## config.mk

```make
export PLATFORM = sky130hd
export DESIGN_NAME = digit_box_sched
export DESIGN_NICKNAME = d
export VERILOG_FILES = /design/src/rtl/digit_box_sched_pkg.sv /design/src/rtl/digit_box_pixcnt.sv /design/src/rtl/digit_box_sched.sv
export SDC_FILE = /design/constraint.sdc
export NUM_CORES = 1
export LEC_CHECK = 0
export CORE_ASPECT_RATIO = 1.1
export CORE_MARGIN = 2
export CORE_UTILIZATION = 59
export CTS_CLUSTER_DIAMETER = 200
export DETAILED_ROUTE_END_ITERATION = 6
export DONT_BUFFER_PORTS = 1
export GPL_ROUTABILITY_DRIVEN = 0
export PLACE_DENSITY = 0.82
export SYNTH_ARGS = -nofsm -noshare
export SYNTH_HDL_FRONTEND = slang
export SYNTH_SLANG_ARGS = --single-unit
```

## constraint.sdc

```tcl
create_clock -name clock -period 3.45 [get_ports clock]
set_clock_uncertainty 0.05 [all_clocks]
set_input_delay 0.345 -clock clock [delete_from_list [all_inputs] [get_ports clock]]
set_output_delay 0.345 -clock clock [all_outputs]
set_load 0.005 [all_outputs]
```

## src/rtl/digit_box_sched_pkg.sv

```systemverilog
// Shared constants for the digit bounding-box scheduler and the LCD frame blocks.
package digit_box_sched_pkg;

    // LCD active frame geometry
    localparam int unsigned LCD_H_ACT = 480;
    localparam int unsigned LCD_V_ACT = 272;

    // Coordinate width and the tracker "nothing seen" sentinel
    localparam int unsigned BOX_CW = 9;
    localparam logic [BOX_CW-1:0] BOX_SENTINEL = '1;

    // Scheduler FSM states
    localparam int unsigned ST_W = 3;
    localparam logic [ST_W-1:0] ST_IDLE  = 3'd0;
    localparam logic [ST_W-1:0] ST_SCAN  = 3'd1;
    localparam logic [ST_W-1:0] ST_WAIT  = 3'd2;
    localparam logic [ST_W-1:0] ST_LATCH = 3'd3;
    localparam logic [ST_W-1:0] ST_HOLD  = 3'd4;

endpackage

```

## src/rtl/digit_box_pixcnt.sv

```systemverilog
// Raster x/y counter over the active frame with a last-pixel flag.
module digit_box_pixcnt
    import digit_box_sched_pkg::*;
#(
    parameter int unsigned H_ACT = LCD_H_ACT,
    parameter int unsigned V_ACT = LCD_V_ACT,
    parameter int unsigned CW    = BOX_CW
) (
    input  logic          clock,
    input  logic          rst,
    input  logic          clr,
    input  logic          adv,
    output logic [CW-1:0] x,
    output logic [CW-1:0] y,
    output logic          last_c
);

    logic x_end_c;
    logic y_end_c;

    assign x_end_c = (x == CW'(H_ACT - 1));
    assign y_end_c = (y == CW'(V_ACT - 1));
    assign last_c  = x_end_c & y_end_c;

    // Advance x per pixel, wrap at line end and step y; clear restarts the frame
    always_ff @(posedge clock) begin
        if (rst || clr) begin
            x <= '0;
            y <= '0;
        end else if (adv) begin
            if (x_end_c) begin
                x <= '0;
                y <= y_end_c ? '0 : y + CW'(1);
            end else begin
                x <= x + CW'(1);
            end
        end
    end

endmodule

```

## src/rtl/digit_box_sched.sv

```systemverilog
// Frame scheduler: drives the extremum trackers during the scan, then
// captures the resulting bounding box and offers it downstream.
module digit_box_sched
    import digit_box_sched_pkg::*;
#(
    parameter int unsigned H_ACT  = LCD_H_ACT,
    parameter int unsigned V_ACT  = LCD_V_ACT,
    parameter int unsigned CW     = BOX_CW,
    parameter int unsigned SETTLE = 3
) (
    input  logic          clock,
    input  logic          rst,
    input  logic          frame_start,
    input  logic          pixel_valid,
    input  logic          pixel_fg,
    output logic          trk_wren,
    output logic [CW-1:0] trk_x,
    output logic [CW-1:0] trk_y,
    output logic          trk_clr,
    input  logic [CW-1:0] min_x_in,
    input  logic [CW-1:0] max_x_in,
    input  logic [CW-1:0] min_y_in,
    input  logic [CW-1:0] max_y_in,
    output logic [CW-1:0] box_min_x,
    output logic [CW-1:0] box_max_x,
    output logic [CW-1:0] box_min_y,
    output logic [CW-1:0] box_max_y,
    output logic          box_empty,
    output logic          box_valid,
    input  logic          box_ready,
    output logic          err_short,
    output logic [7:0]    drop_cnt
);

    localparam int unsigned SW = $clog2(SETTLE + 2);
    localparam logic [CW-1:0] SENTINEL = '1;

    logic [ST_W-1:0] state, state_nxt;
    logic [SW-1:0]   settle, settle_nxt;

    logic          cnt_clr_c;
    logic          cnt_adv_c;
    logic [CW-1:0] cnt_x;
    logic [CW-1:0] cnt_y;
    logic          cnt_last_c;

    logic          trk_wren_nxt;
    logic [CW-1:0] trk_x_nxt;
    logic [CW-1:0] trk_y_nxt;
    logic          trk_clr_nxt;
    logic [CW-1:0] box_min_x_nxt;
    logic [CW-1:0] box_max_x_nxt;
    logic [CW-1:0] box_min_y_nxt;
    logic [CW-1:0] box_max_y_nxt;
    logic          box_empty_nxt;
    logic          box_valid_nxt;
    logic          err_short_nxt;
    logic [7:0]    drop_cnt_nxt;

    digit_box_pixcnt #(
        .H_ACT (H_ACT),
        .V_ACT (V_ACT),
        .CW    (CW)
    ) u_pixcnt (
        .clock  (clock),
        .rst    (rst),
        .clr    (cnt_clr_c),
        .adv    (cnt_adv_c),
        .x      (cnt_x),
        .y      (cnt_y),
        .last_c (cnt_last_c)
    );

    // State and registered outputs
    always_ff @(posedge clock) begin
        if (rst) begin
            state     <= ST_IDLE;
            settle    <= '0;
            trk_wren  <= 1'b0;
            trk_x     <= '0;
            trk_y     <= '0;
            trk_clr   <= 1'b0;
            box_min_x <= '0;
            box_max_x <= '0;
            box_min_y <= '0;
            box_max_y <= '0;
            box_empty <= 1'b0;
            box_valid <= 1'b0;
            err_short <= 1'b0;
            drop_cnt  <= '0;
        end else begin
            state     <= state_nxt;
            settle    <= settle_nxt;
            trk_wren  <= trk_wren_nxt;
            trk_x     <= trk_x_nxt;
            trk_y     <= trk_y_nxt;
            trk_clr   <= trk_clr_nxt;
            box_min_x <= box_min_x_nxt;
            box_max_x <= box_max_x_nxt;
            box_min_y <= box_min_y_nxt;
            box_max_y <= box_max_y_nxt;
            box_empty <= box_empty_nxt;
            box_valid <= box_valid_nxt;
            err_short <= err_short_nxt;
            drop_cnt  <= drop_cnt_nxt;
        end
    end

    // Next-state and next-output decode
    always_comb begin
        state_nxt     = state;
        settle_nxt    = settle;
        cnt_clr_c     = 1'b0;
        cnt_adv_c     = 1'b0;
        trk_wren_nxt  = 1'b0;
        trk_x_nxt     = trk_x;
        trk_y_nxt     = trk_y;
        trk_clr_nxt   = 1'b0;
        box_min_x_nxt = box_min_x;
        box_max_x_nxt = box_max_x;
        box_min_y_nxt = box_min_y;
        box_max_y_nxt = box_max_y;
        box_empty_nxt = box_empty;
        box_valid_nxt = box_valid;
        err_short_nxt = 1'b0;
        drop_cnt_nxt  = drop_cnt;

        case (state)
            ST_IDLE: begin
                if (frame_start) begin
                    state_nxt = ST_SCAN;
                    cnt_clr_c = 1'b1;
                end
            end
            ST_SCAN: begin
                if (frame_start) begin
                    // Restart: the coincident pixel is discarded
                    err_short_nxt = 1'b1;
                    trk_clr_nxt   = 1'b1;
                    cnt_clr_c     = 1'b1;
                end else if (pixel_valid) begin
                    trk_x_nxt    = cnt_x;
                    trk_y_nxt    = cnt_y;
                    trk_wren_nxt = pixel_fg;
                    cnt_adv_c    = 1'b1;
                    if (cnt_last_c) begin
                        state_nxt  = ST_WAIT;
                        settle_nxt = SW'(SETTLE);
                    end
                end
            end
            ST_WAIT: begin
                settle_nxt = settle - SW'(1);
                if (settle <= SW'(1)) begin
                    // Clear is seen by the trackers at the end of LATCH
                    state_nxt   = ST_LATCH;
                    trk_clr_nxt = 1'b1;
                end
            end
            ST_LATCH: begin
                box_min_x_nxt = min_x_in;
                box_max_x_nxt = max_x_in;
                box_min_y_nxt = min_y_in;
                box_max_y_nxt = max_y_in;
                box_empty_nxt = (min_x_in == SENTINEL);
                box_valid_nxt = 1'b1;
                state_nxt     = ST_HOLD;
            end
            ST_HOLD: begin
                if (box_ready) begin
                    box_valid_nxt = 1'b0;
                    state_nxt     = ST_IDLE;
                end
            end
            default: begin
                state_nxt = ST_IDLE;
            end
        endcase

        // Frames arriving while the previous box is still in flight are dropped
        if (frame_start && (state == ST_WAIT || state == ST_LATCH || state == ST_HOLD)
            && (drop_cnt != 8'hFF)) begin
            drop_cnt_nxt = drop_cnt + 8'd1;
        end
    end

endmodule

```

### Word level (Yosys, flattened, before mapping)

Cells that the tools add are included.

| cells by class | value |
|---|---|
| add/sub/neg operators | 4 |
| magnitude comparators | 1 |
| equal/unequal tests | 14 |
| mux-type cells | 22 |
| bitwise gates (word level) | 4 |
| reduce and logical (&&, ||, !) cells | 16 |

Operators with widths:

| cell | number |
|---|---|
| equality test 9 bit (second input constant) | 3 |
| 2-to-1 mux 3 bit | 9 |
| adder 9 x 1 -> 9 bit (second input constant) | 2 |
| 2-to-1 mux 9 bit | 2 |
| one-hot mux 3 bit (5 select lines) | 1 |
| inequality test 2 bit (second input constant) | 6 |
| adder 8 x 1 -> 8 bit (second input constant) | 1 |
| inequality test 8 bit (second input constant) | 1 |
| 2-to-1 mux 1 bit | 7 |
| equality test 3 x 2 -> 1 bit (second input constant) | 2 |
| one-hot mux 3 bit (2 select lines) | 1 |
| AND reduction 6 bit | 1 |
| one-hot mux 1 bit (2 select lines) | 2 |
| AND reduction 2 bit | 2 |
| AND reduction 4 bit | 1 |
| nonzero test 2 bit | 2 |
| OR reduction 2 bit | 2 |
| OR reduction 4 bit | 1 |
| equality test 3 x 1 -> 1 bit (second input constant) | 1 |
| equality test 3 bit (second input constant) | 1 |
| less-or-equal comparator 3 x 1 -> 1 bit (second input constant) | 1 |
| logical NOT 3 bit | 1 |
| logical OR 1 bit | 3 |
| NOT 1 bit | 3 |
| other kinds (4) | 5 |

| word-level totals | value |
|---|---|
| register bits after elaboration | 91 |
| bits of input ports | 42 |
| output and inout bits | 67 |
| logic and storage cells | 77 |

### Logic depth before layout (Yosys ltp)

Gate-level depths: netlist of run 1.

| depth | value |
|---|---|
| depth after elaboration | 6 |
| depth in mapped cells | 7 |
| mapped depth without buffers | 5 |

### Cells and area by module

A second synthesis of run 1 with hierarchy kept.

| second synthesis, totals | value |
|---|---|
| cell total of the unflattened synthesis | 451 |
| area total of the unflattened synthesis | 3,731.1 um2 |

By module, submodules not included:

| module | instances | cells each | area an instance (um2) |
|---|---|---|---|
| digit_box_sched | 1 | 350 | 2,839.0 |
| digit_box_pixcnt | 1 | 101 | 892.1 |

### Worst setup path after synthesis of run 1

Ideal clock, no wire load.

| timing path | value |
|---|---|
| kind | flip-flop to flip-flop |
| start | register state[1] |
| end | register drop_cnt[5] |
| setup time | 0.070 ns |
| data arrival time | 1.545 ns |
| data required time | 3.330 ns |
| slack | 1.785 ns |
| stages on the path, launching flop included | 6 |
| buffers on the path | 1 |
| clock period less this slack | 1.665 ns |
| cells stage by stage | dfxtp_1 buf_4 nor2b_2 o2111ai_1 or4_1 a21oi_1 |

| between the ends | value |
|---|---|
| cells in the longest elaborated chain, start to end | 5 |

RTL lines:

| item | line | RTL |
|---|---|---|
| from (decl) | digit_box_sched.sv:38 | `logic [ST_W-1:0] state, state_nxt;` |
| from (signal assigned) | digit_box_sched.sv:92 | `state <= state_nxt;` |
| equality test 3 x 2 -> 1 bit | digit_box_sched.sv:181 | `if (frame_start && (state == ST_WAIT \|\| state == ST_LATCH \|\| state == ST_HOLD)` |
| logical OR 1 bit | digit_box_sched.sv:181 |  |
| logical OR 1 bit * | digit_box_sched.sv:181 |  |
| logical AND 1 bit * | digit_box_sched.sv:181 |  |
| logical AND 1 bit * | digit_box_sched.sv:182 | `&& (drop_cnt != 8'hFF)) begin` |
| to (signal assigned) | digit_box_sched.sv:105 | `drop_cnt <= drop_cnt_nxt;` |
| to (decl) | digit_box_sched.sv:32 | `output logic [7:0] drop_cnt` |

Every way passes the cells marked *; elsewhere a longest branch is shown, timed or not.
A chain may end at the register's enable or synchronous reset.

### Worst setup path in the final report of run 1

| timing path | value |
|---|---|
| start | register state[0] |
| end | register u_pixcnt.x[7] |

| between the ends | value |
|---|---|
| cells in the longest elaborated chain, start to end | 4 |

RTL lines:

| item | line | RTL |
|---|---|---|
| equality test 3 x 1 -> 1 bit or logical NOT 3 bit (tied branches) | digit_box_sched.sv:128 | `case (state)` |
| OR reduction 2 bit (no source line) | n/a |  |
| 2-to-1 mux 1 bit | n/a |  |
| logical OR 1 bit | digit_box_pixcnt.sv:27 | `if (rst \|\| clr) begin` |
| to (signal assigned) | digit_box_pixcnt.sv:35 | `x <= x + CW'(1);` |
| to (decl) | digit_box_pixcnt.sv:13 | `output logic [CW-1:0] x,` |

Parallel ways exist; a longest one is shown, timed or not.

==> impl_metrics.prom, run 1 <==
# TYPE chip_impl_metric gauge
chip_impl_metric{name="synth_warnings",unit=""} 0
chip_impl_metric{name="required",unit="ns"} 3.69
chip_impl_info{name="yosys-top-cells-area",value="sky130_fd_sc_hd__dfxtp_1, sky130_fd_sc_hd__nand2_1, sky130_fd_sc_hd__a21oi_1, sky130_fd_sc_hd__clkbuf_1, sky130_fd_sc_hd__nor2_1"} 1
chip_impl_metric{name="drc_violation_count_after_routing",unit=""} 0
chip_impl_info{name="cp-end-kind",value="flop"} 1
chip_impl_metric{name="fp.dieW",unit="µm"} 79.61
chip_impl_info{name="ys_dominant_reg_cell",value="sky130_fd_sc_hd__dfxtp_1"} 1
chip_impl_metric{name="synth_area_per_cell",unit="µm²"} 8.153
chip_impl_metric{name="timing.final.max_slew_violations",unit=""} 0
chip_impl_metric{name="viasPerCell",unit=""} 5.878
chip_impl_metric{name="detailed_place_hpwl",unit="µm"} 5475
chip_impl_info{name="worst_r2r_startpoint",value="state[0]$_SDFFE_PP0P_"} 1
chip_impl_metric{name="share_comb_of_total_power",unit="%"} 2.6
chip_impl_metric{name="design.core.area",unit="mm²"} 0.006118
chip_impl_metric{name="ant_cells",unit=""} 0
chip_impl_metric{name="number_of_setup_buffers_added_after_cts",unit=""} 0
chip_impl_metric{name="drive_gt1_share",unit="%"} 5.987
chip_impl_metric{name="power.clock.fraction",unit="%"} 38.1
chip_impl_metric{name="max_clock_freq",unit="MHz"} 423.7
chip_impl_metric{name="finish_stage_setup_viols",unit=""} 0
chip_impl_metric{name="post_synthesis_to_final_layout_area_growth",unit="%"} 6.476
chip_impl_metric{name="clock-sinks",unit=""} 91
chip_impl_metric{name="syn-instance-count",unit=""} 455
chip_impl_metric{name="arrival",unit="ns"} 2.60
chip_impl_metric{name="path_clk_slew",unit="ns"} 0.09
chip_impl_metric{name="antenna_left",unit=""} 0
chip_impl_info{name="clock_tree.root_cell",value="sky130_fd_sc_hd__clkbuf_8"} 1
chip_impl_metric{name="dpl.cell_count",unit=""} 513
chip_impl_metric{name="final_area",unit="mm²"} 0.003950
chip_impl_metric{name="synthesis.area",unit="mm²"} 0.003710
chip_impl_metric{name="leakage",unit="nW"} 1.203
chip_impl_info{name="grt_setup_unrepaired",value="false"} 1
chip_impl_info{name="worst_hold_startpoint",value="rst"} 1
chip_impl_metric{name="initial_utilization",unit="%"} 60.63
chip_impl_metric{name="cap_viol_max_count",unit=""} 0
chip_impl_metric{name="die_area",unit="mm²"} 0.006939
chip_impl_info{name="worst_hold_path_type",value="primary input to flop"} 1
chip_impl_metric{name="timing.critical_path.fanout_max",unit=""} 22
chip_impl_metric{name="net_switching_fraction_of_the_power",unit="%"} 24.02
chip_impl_info{name="synth_area_leader_cell",value="sky130_fd_sc_hd__dfxtp_1"} 1
chip_impl_metric{name="via_count",unit=""} 3121
chip_impl_metric{name="globalRoute.totalOverflow",unit=""} 0
chip_impl_metric{name="via_count_of_the_first_global_routing_pass",unit=""} 2986
chip_impl_metric{name="count_of_routing_violations_after_the_opening_detailed_route_iteration",unit=""} 224
chip_impl_metric{name="pin_count_of_the_biggest_net_entering_global_routing",unit=""} 63
chip_impl_info{name="critical_path.startpoint_type",value="flop"} 1
chip_impl_metric{name="max_slew.worst_pin.slew",unit="ns"} 0.7061
chip_impl_metric{name="port_buffers",unit=""} 0
chip_impl_metric{name="async_reset_ff_share",unit="%"} 0
chip_impl_metric{name="nets",unit=""} 493
chip_impl_metric{name="grt_antenna_before_repair",unit=""} 0
chip_impl_info{name="cts_tree",value="done"} 1
chip_impl_metric{name="placed_standard_cell_area",unit="mm²"} 0.003726
chip_impl_metric{name="final_cycle_share",unit="%"} 68.41
chip_impl_metric{name="ir_drop",unit="V"} 0.0003614
chip_impl_metric{name="power_report.internal_total",unit="mW"} 1.354
chip_impl_metric{name="cell_count_final_fillers_out",unit=""} 531
chip_impl_metric{name="rows",unit=""} 30
chip_impl_metric{name="h_tree_depth",unit=""} 3
chip_impl_metric{name="ys_ff_latch",unit=""} 91
chip_impl_metric{name="slew_headroom",unit="%"} 52.81
chip_impl_metric{name="ctsResizeCount",unit=""} 0
chip_impl_info{name="crit_type",value="flop to flop"} 1
chip_impl_metric{name="yosysUniqueCellTypes",unit=""} 53
chip_impl_metric{name="detailedRoute.firstPassIterationCount",unit=""} 5
chip_impl_metric{name="grt_first_pass_wirelength",unit="µm"} 13400
chip_impl_metric{name="reg_power_share",unit="%"} 59.2
chip_impl_info{name="layout.cells.most_common_list",value="sky130_fd_sc_hd__nand2_1, sky130_fd_sc_hd__dfxtp_1, sky130_fd_sc_hd__a21oi_1, sky130_fd_sc_hd__nor2_1, sky130_fd_sc_hd__nand3_1"} 1
chip_impl_metric{name="cellPowerDensity",unit="mW/mm²"} 451.2
chip_impl_metric{name="clock_buffer_count_from_cts",unit=""} 9
chip_impl_metric{name="post-route-min-period",unit="ns"} 2.360
chip_impl_metric{name="die_height",unit="µm"} 87.17
chip_impl_metric{name="fin_tns_setup",unit="ns"} 0
chip_impl_metric{name="avgRoutedWirePerCell",unit="µm"} 15.51
chip_impl_info{name="status",value="completed"} 1
chip_impl_metric{name="cts-root-to-sink-buffers",unit=""} 2
chip_impl_metric{name="share_of_the_synthesized_area_in_the_top_cell_type",unit="%"} 49.11
chip_impl_metric{name="edff_count_synth",unit=""} 0
chip_impl_metric{name="final-hold-violation-count",unit=""} 0
chip_impl_info{name="worstSetupStartpoint",value="state[0]$_SDFFE_PP0P_"} 1
chip_impl_metric{name="detail_route.wirelength",unit="µm"} 8238
chip_impl_info{name="final_common_cell",value="sky130_fd_sc_hd__nand2_1"} 1
chip_impl_metric{name="total_switching_power",unit="mW"} 0.4280
chip_impl_metric{name="boundaryPins",unit=""} 109
chip_impl_metric{name="syn-num-nets",unit=""} 502
chip_impl_metric{name="track_usage",unit="%"} 24.56
chip_impl_metric{name="clock_latency",unit="ns"} 0.36
chip_impl_metric{name="synth_seq_area_share",unit="%"} 49.11
synth_stat cells (3+ instances only):
cell and n:
sky130_fd_sc_hd__nand2_1 126, sky130_fd_sc_hd__dfxtp_1 91, sky130_fd_sc_hd__a21oi_1 74, sky130_fd_sc_hd__clkbuf_1 18, sky130_fd_sc_hd__nor2_1 17, sky130_fd_sc_hd__nand3_1 11
sky130_fd_sc_hd__o21ai_0 10, sky130_fd_sc_hd__nand4_1 8, sky130_fd_sc_hd__or3_1 8, sky130_fd_sc_hd__inv_1 7, sky130_fd_sc_hd__ha_1 5, sky130_fd_sc_hd__o41ai_1 5
sky130_fd_sc_hd__and3_1 4, sky130_fd_sc_hd__buf_2 4, sky130_fd_sc_hd__nor2b_1 4, sky130_fd_sc_hd__nor3_1 4, sky130_fd_sc_hd__nor4_1 4, sky130_fd_sc_hd__o311ai_0 4
sky130_fd_sc_hd__xnor2_1 4, sky130_fd_sc_hd__nand2b_1 3, sky130_fd_sc_hd__or4_1 3, sky130_fd_sc_hd__xor2_1 3
per-stage QoR:
step | power [mW] | hold WS (ns) | worst slack (ns) | utilization (%)
CTS | 1.792 | 0.01626 | 1.106 | 64.56
global route | 1.850 | 0.02283 | 0.8690 | 64.56
finish | 1.782 | 0.02919 | 1.090 | 64.56
detailed placement | 1.110 | 0.3707 | 1.126 | 60.90
floorplan | 1.116 | 0.3982 | 1.785 | -
global placement | 1.109 | 0.3702 | 1.223 | 60.90
sequential cells by signal, indices dropped and copies added, names as in the netlist:
signal	count
box_valid	1
box_min_x	9
box_min_y	9
trk_wren	1
trk_y	9
u_pixcnt.y	9
drop_cnt	8
box_max_x	9
u_pixcnt.x	9
trk_clr	1
trk_x	9
box_max_y	9
err_short	1
box_empty	1
settle	3
state	3
critical path, cell delays in order (launching register included):
cell and delay [ns]:
sky130_fd_sc_hd__dfxtp_1 0.56, sky130_fd_sc_hd__nor3b_4 0.39, sky130_fd_sc_hd__nand2_1 0.50, sky130_fd_sc_hd__or4b_1 0.65
sky130_fd_sc_hd__a21oi_1 0.15
cells by family (layout without fill, tap and decap cells):
family / count (synthesis) / count (layout) / share of synthesized area (%)
AND/OR/NAND/NOR: 211 / 211 / 27.02
flip-flops: 91 / 91 / 49.11
XOR/XNOR: 7 / 7 / 1.653
adder cells (fa/ha/maj): 5 / 5 / 1.686
AO/OA/AOI/OAI: 109 / 109 / 16.96
buffers and inverters: 32 / 28 / 3.575
layout make-up:
| cell class | count | area, µm² |
|---|---|---|
| inverter | 7 | 26.28 |
| sequential | 91 | 1822 |
| clock buffer | 10 | 137.6 |
| timing repair buffer | 5 | 60.06 |
| fill | 515 | 2168 |
| multi-input combinational | 332 | 1755 |
| clock inverter | 6 | 48.80 |
| tap | 80 | 100.1 |
path summary, 6_finish.rpt:
check	end	slack, ns	cells after the start
hold / removal	drop_cnt[4]$_SDFFE_PP0P_	0.03	1
setup reg to reg	u_pixcnt.x[7]$_SDFFE_PP0P_	1.09	4
setup / recovery	u_pixcnt.x[7]$_SDFFE_PP0P_	1.09	4
hold reg to reg	trk_y[7]$_SDFFE_PP0P_	0.42	2
repair_timing:
item | 4_1_cts | 5_1_grt
hold buffers | 2 | 0
endpoints found under the setup margin | 0 | 0
endpoints found under the hold margin | 62 | 0
metal layers:
metal	part of all wire (%)	global-route usage, %	vias up	wire length, µm
li1	-	-	1557	-
met1	41	28.42	1409	3346
met2	47	39.42	130	3868
met3	9.0	8.195	25	745
met4	3.4	14.58	0	277
met5	0	0	-	0
power groups by stage:
stage                     registers (mW)  clock network, mW  logic, mW
after floorplan                     1.08                  0     0.0385
after global placement              1.08                  0     0.0294
after detailed placement            1.08                  0     0.0299
after CTS                           1.06              0.690     0.0464
after global routing                1.06              0.742     0.0521
final                               1.06              0.680     0.0466
Power figures use the tool's default switching activity.
==> inputs of run 2 (changes only) <==
CORE_UTILIZATION = 56   (was 59)
PLACE_DENSITY = 0.81   (was 0.82)
clock period = 2.1 ns   (was 3.45 ns; I/O delays follow)
==> run 2 against run 1 <==
Against the previous run: global-route usage increased by 1.7 points; clock-buffer cell count unchanged; design area increased by 12%; final cell count increased by 8.7%; utilization increased by 3.3 points; combinational power increased to 3.1 times the previous value; sequential cell count unchanged; worst setup slack got worse by 0.89 ns; sequential share of layout area decreased by 4.9 points; clock power increased by 100%; routed wire length increased by 11%; non-clock buffer count increased by 44.
==> impl_metrics.prom, run 2 (same netlist as run 1, synthesis figures left out) <==
# TYPE chip_impl_metric gauge
chip_impl_metric{name="drive_gt1_share",unit="%"} 6.869
chip_impl_metric{name="wl_met2",unit="µm"} 4612
chip_impl_metric{name="cap_viol_max_count",unit=""} 0
chip_impl_metric{name="timing.critical_path.fanout_max",unit=""} 8
chip_impl_metric{name="detail_route.wirelength",unit="µm"} 9116
chip_impl_info{name="cts_tree",value="done"} 1
chip_impl_metric{name="max_clock_freq",unit="MHz"} 526.8
chip_impl_metric{name="viasPerCell",unit=""} 5.835
chip_impl_metric{name="min_path_cells",unit=""} 3
chip_impl_metric{name="port_buffers",unit=""} 0
chip_impl_info{name="crit_type",value="flop to flop"} 1
chip_impl_metric{name="m1WireLength",unit="µm"} 3631
chip_impl_metric{name="design.core.area",unit="mm²"} 0.006516
chip_impl_info{name="clock_tree.root_cell",value="sky130_fd_sc_hd__clkbuf_8"} 1
chip_impl_metric{name="rr_worst_depth",unit=""} 5
chip_impl_info{name="worst_hold_path_type",value="primary input to flop"} 1
chip_impl_metric{name="avgRoutedWirePerCell",unit="µm"} 15.80
chip_impl_metric{name="drc_violation_count_after_routing",unit=""} 0
chip_impl_metric{name="finish_stage_setup_viols",unit=""} 0
chip_impl_metric{name="detailedRoute.firstPassIterationCount",unit=""} 4
chip_impl_metric{name="cts-root-to-sink-buffers",unit=""} 2
chip_impl_info{name="status",value="completed"} 1
chip_impl_metric{name="antenna_left",unit=""} 0
chip_impl_metric{name="fp.dieW",unit="µm"} 81.61
chip_impl_metric{name="rrSetupSlack",unit="ns"} 0.20
chip_impl_metric{name="clock_latency",unit="ns"} 0.36
chip_impl_metric{name="timing.final.max_slew_violations",unit=""} 0
chip_impl_metric{name="slew_headroom",unit="%"} 62.85
chip_impl_metric{name="met3_length",unit="µm"} 766
chip_impl_info{name="highest-signal-layer",value="met4"} 1
chip_impl_metric{name="clock-sinks",unit=""} 91
chip_impl_info{name="final_common_cell",value="sky130_fd_sc_hd__nand2_1"} 1
chip_impl_metric{name="ant_cells",unit=""} 0
chip_impl_metric{name="grt_antenna_before_repair",unit=""} 0
chip_impl_metric{name="leakage",unit="nW"} 1.421
chip_impl_metric{name="initial_utilization",unit="%"} 56.93
chip_impl_metric{name="required",unit="ns"} 2.34
chip_impl_metric{name="via_count_of_the_first_global_routing_pass",unit=""} 3255
chip_impl_metric{name="globalRoute.totalOverflow",unit=""} 0
chip_impl_metric{name="post_synthesis_to_final_layout_area_growth",unit="%"} 19.26
chip_impl_metric{name="die_area",unit="mm²"} 0.007293
chip_impl_metric{name="detailed_place_hpwl",unit="µm"} 5632
chip_impl_metric{name="count_of_routing_violations_after_the_opening_detailed_route_iteration",unit=""} 146
chip_impl_metric{name="arrival",unit="ns"} 2.14
chip_impl_info{name="critical_path.startpoint_type",value="flop"} 1
chip_impl_metric{name="post-route-min-period",unit="ns"} 1.898
chip_impl_metric{name="boundaryPins",unit=""} 109
chip_impl_metric{name="h_tree_depth",unit=""} 3
chip_impl_info{name="grt_setup_unrepaired",value="false"} 1
chip_impl_info{name="worst_r2r_startpoint",value="u_pixcnt.x[0]$_SDFFE_PP0P_"} 1
chip_impl_metric{name="layout.core_utilization",unit="%"} 67.90
chip_impl_metric{name="max_slew.worst_pin.slew",unit="ns"} 0.5530
chip_impl_metric{name="track_usage",unit="%"} 26.25
chip_impl_metric{name="die_height",unit="µm"} 89.37
chip_impl_metric{name="path_clk_slew",unit="ns"} 0.10
chip_impl_info{name="worst_hold_path.endpoint",value="box_empty$_SDFFE_PP0P_"} 1
chip_impl_metric{name="final_cycle_share",unit="%"} 90.40
chip_impl_metric{name="final-hold-violation-count",unit=""} 0
chip_impl_metric{name="pin_count_of_the_biggest_net_entering_global_routing",unit=""} 68
chip_impl_info{name="r2r-end",value="u_pixcnt.y[0]$_SDFFE_PP0P_"} 1
chip_impl_metric{name="nets",unit=""} 537
chip_impl_metric{name="fin_tns_setup",unit="ns"} 0
chip_impl_metric{name="cellPowerDensity",unit="mW/mm²"} 730.8
chip_impl_metric{name="ir_drop",unit="V"} 0.0006510
chip_impl_info{name="worst_hold_startpoint",value="min_x_in[0]"} 1
chip_impl_metric{name="via_count",unit=""} 3367
chip_impl_metric{name="grt_first_pass_wirelength",unit="µm"} 14840
chip_impl_metric{name="rows",unit=""} 31
chip_impl_info{name="cp-end-kind",value="flop"} 1
chip_impl_info{name="layout.cells.most_common_list",value="sky130_fd_sc_hd__nand2_1, sky130_fd_sc_hd__dfxtp_1, sky130_fd_sc_hd__a21oi_1, sky130_fd_sc_hd__dlygate4sd3_1, sky130_fd_sc_hd__nor2_1"} 1
chip_impl_metric{name="clock_buffer_count_from_cts",unit=""} 9
==> run 2: changes by cell type in the layout (fill, tap and decap cells not counted), sizes merged <==
cell	previous run	this run
buf	4	10
clkinvlp	3	1
dlygate4sd3	1	39
bufinv	0	2
==> run 2: power by group <==
group          switching [mW]  internal (mW)  total (mW)
Combinational          0.0668         0.0764       0.143
Sequential            0.00614           1.73        1.73
Clock                   0.643          0.713        1.36
Total                   0.716           2.52        3.23
==> run 2: layer usage <==
layer,vias up,global-route usage [%]
met3,14,8.990
met2,126,46.13
met5,-,0
met4,0,9.242
met1,1575,29.60
li1,1652,-
==> run 2: repair_timing <==
item / 4_1_cts / 5_1_grt
setup buffers: 0 / 0
hold buffers: 40 / 0
hold endpoints to repair: 69 / 0
setup endpoints to repair: 0 / 2
gates resized for setup: 0 / 2
==> run 2: critical path: stages (launching register included) <==
cell	delay [ns]
sky130_fd_sc_hd__dfxtp_1	0.42
sky130_fd_sc_hd__ha_1	0.23
sky130_fd_sc_hd__and4_1	0.30
sky130_fd_sc_hd__nand4_1	0.27
sky130_fd_sc_hd__or3_1	0.42
sky130_fd_sc_hd__a21oi_1	0.13
==> run 2: worst max-delay path by stage <==
stage / cells after the start / startpoint / slack, ns / end
2_1_floorplan: 5 / state[1]$_SDFFE_PP0P_ / 0.43 / drop_cnt[5]$_SDFFE_PP0P_
3_3_place_gp: 4 / state[1]$_SDFFE_PP0P_ / 0.24 / drop_cnt[5]$_SDFFE_PP0P_
3_5_place_dp: 4 / state[1]$_SDFFE_PP0P_ / 0.17 / drop_cnt[5]$_SDFFE_PP0P_
4_1_cts: 4 / state[1]$_SDFFE_PP0P_ / 0.13 / drop_cnt[5]$_SDFFE_PP0P_
5_1_grt: 5 / u_pixcnt.x[0]$_SDFFE_PP0P_ / 0.01 / u_pixcnt.y[8]$_SDFFE_PP0P_
6_report: 5 / u_pixcnt.x[0]$_SDFFE_PP0P_ / 0.20 / u_pixcnt.y[0]$_SDFFE_PP0P_
==> run 2: layout make-up <==
| cell class | count | area, µm² |
|---|---|---|
| Fill cell | 519 | 2092 |
| Clock inverter | 6 | 93.84 |
| Sequential cell | 91 | 1823 |
| Multi-Input combinational cell | 332 | 1755 |
| Clock buffer | 10 | 137.6 |
| Timing Repair Buffer | 49 | 485.5 |
| Tap cell | 82 | 102.6 |
| Inverter | 7 | 26.28 |
==> run 2: per-stage QoR <==
stage	hold slack (ns)	setup slack (ns)	std cells	instance area [µm²]	total power, mW
after floorplan	0.2960	0.4349	455	3710	1.834
after detailed placement	0.2350	0.1660	521	3774	1.830
after global placement	0.2332	0.2389	521	3774	1.829
after global routing	0.03494	0.01047	577	4424	3.337
final	0.01285	0.2016	577	4424	3.233
after CTS	0.006489	0.1339	577	4423	3.243
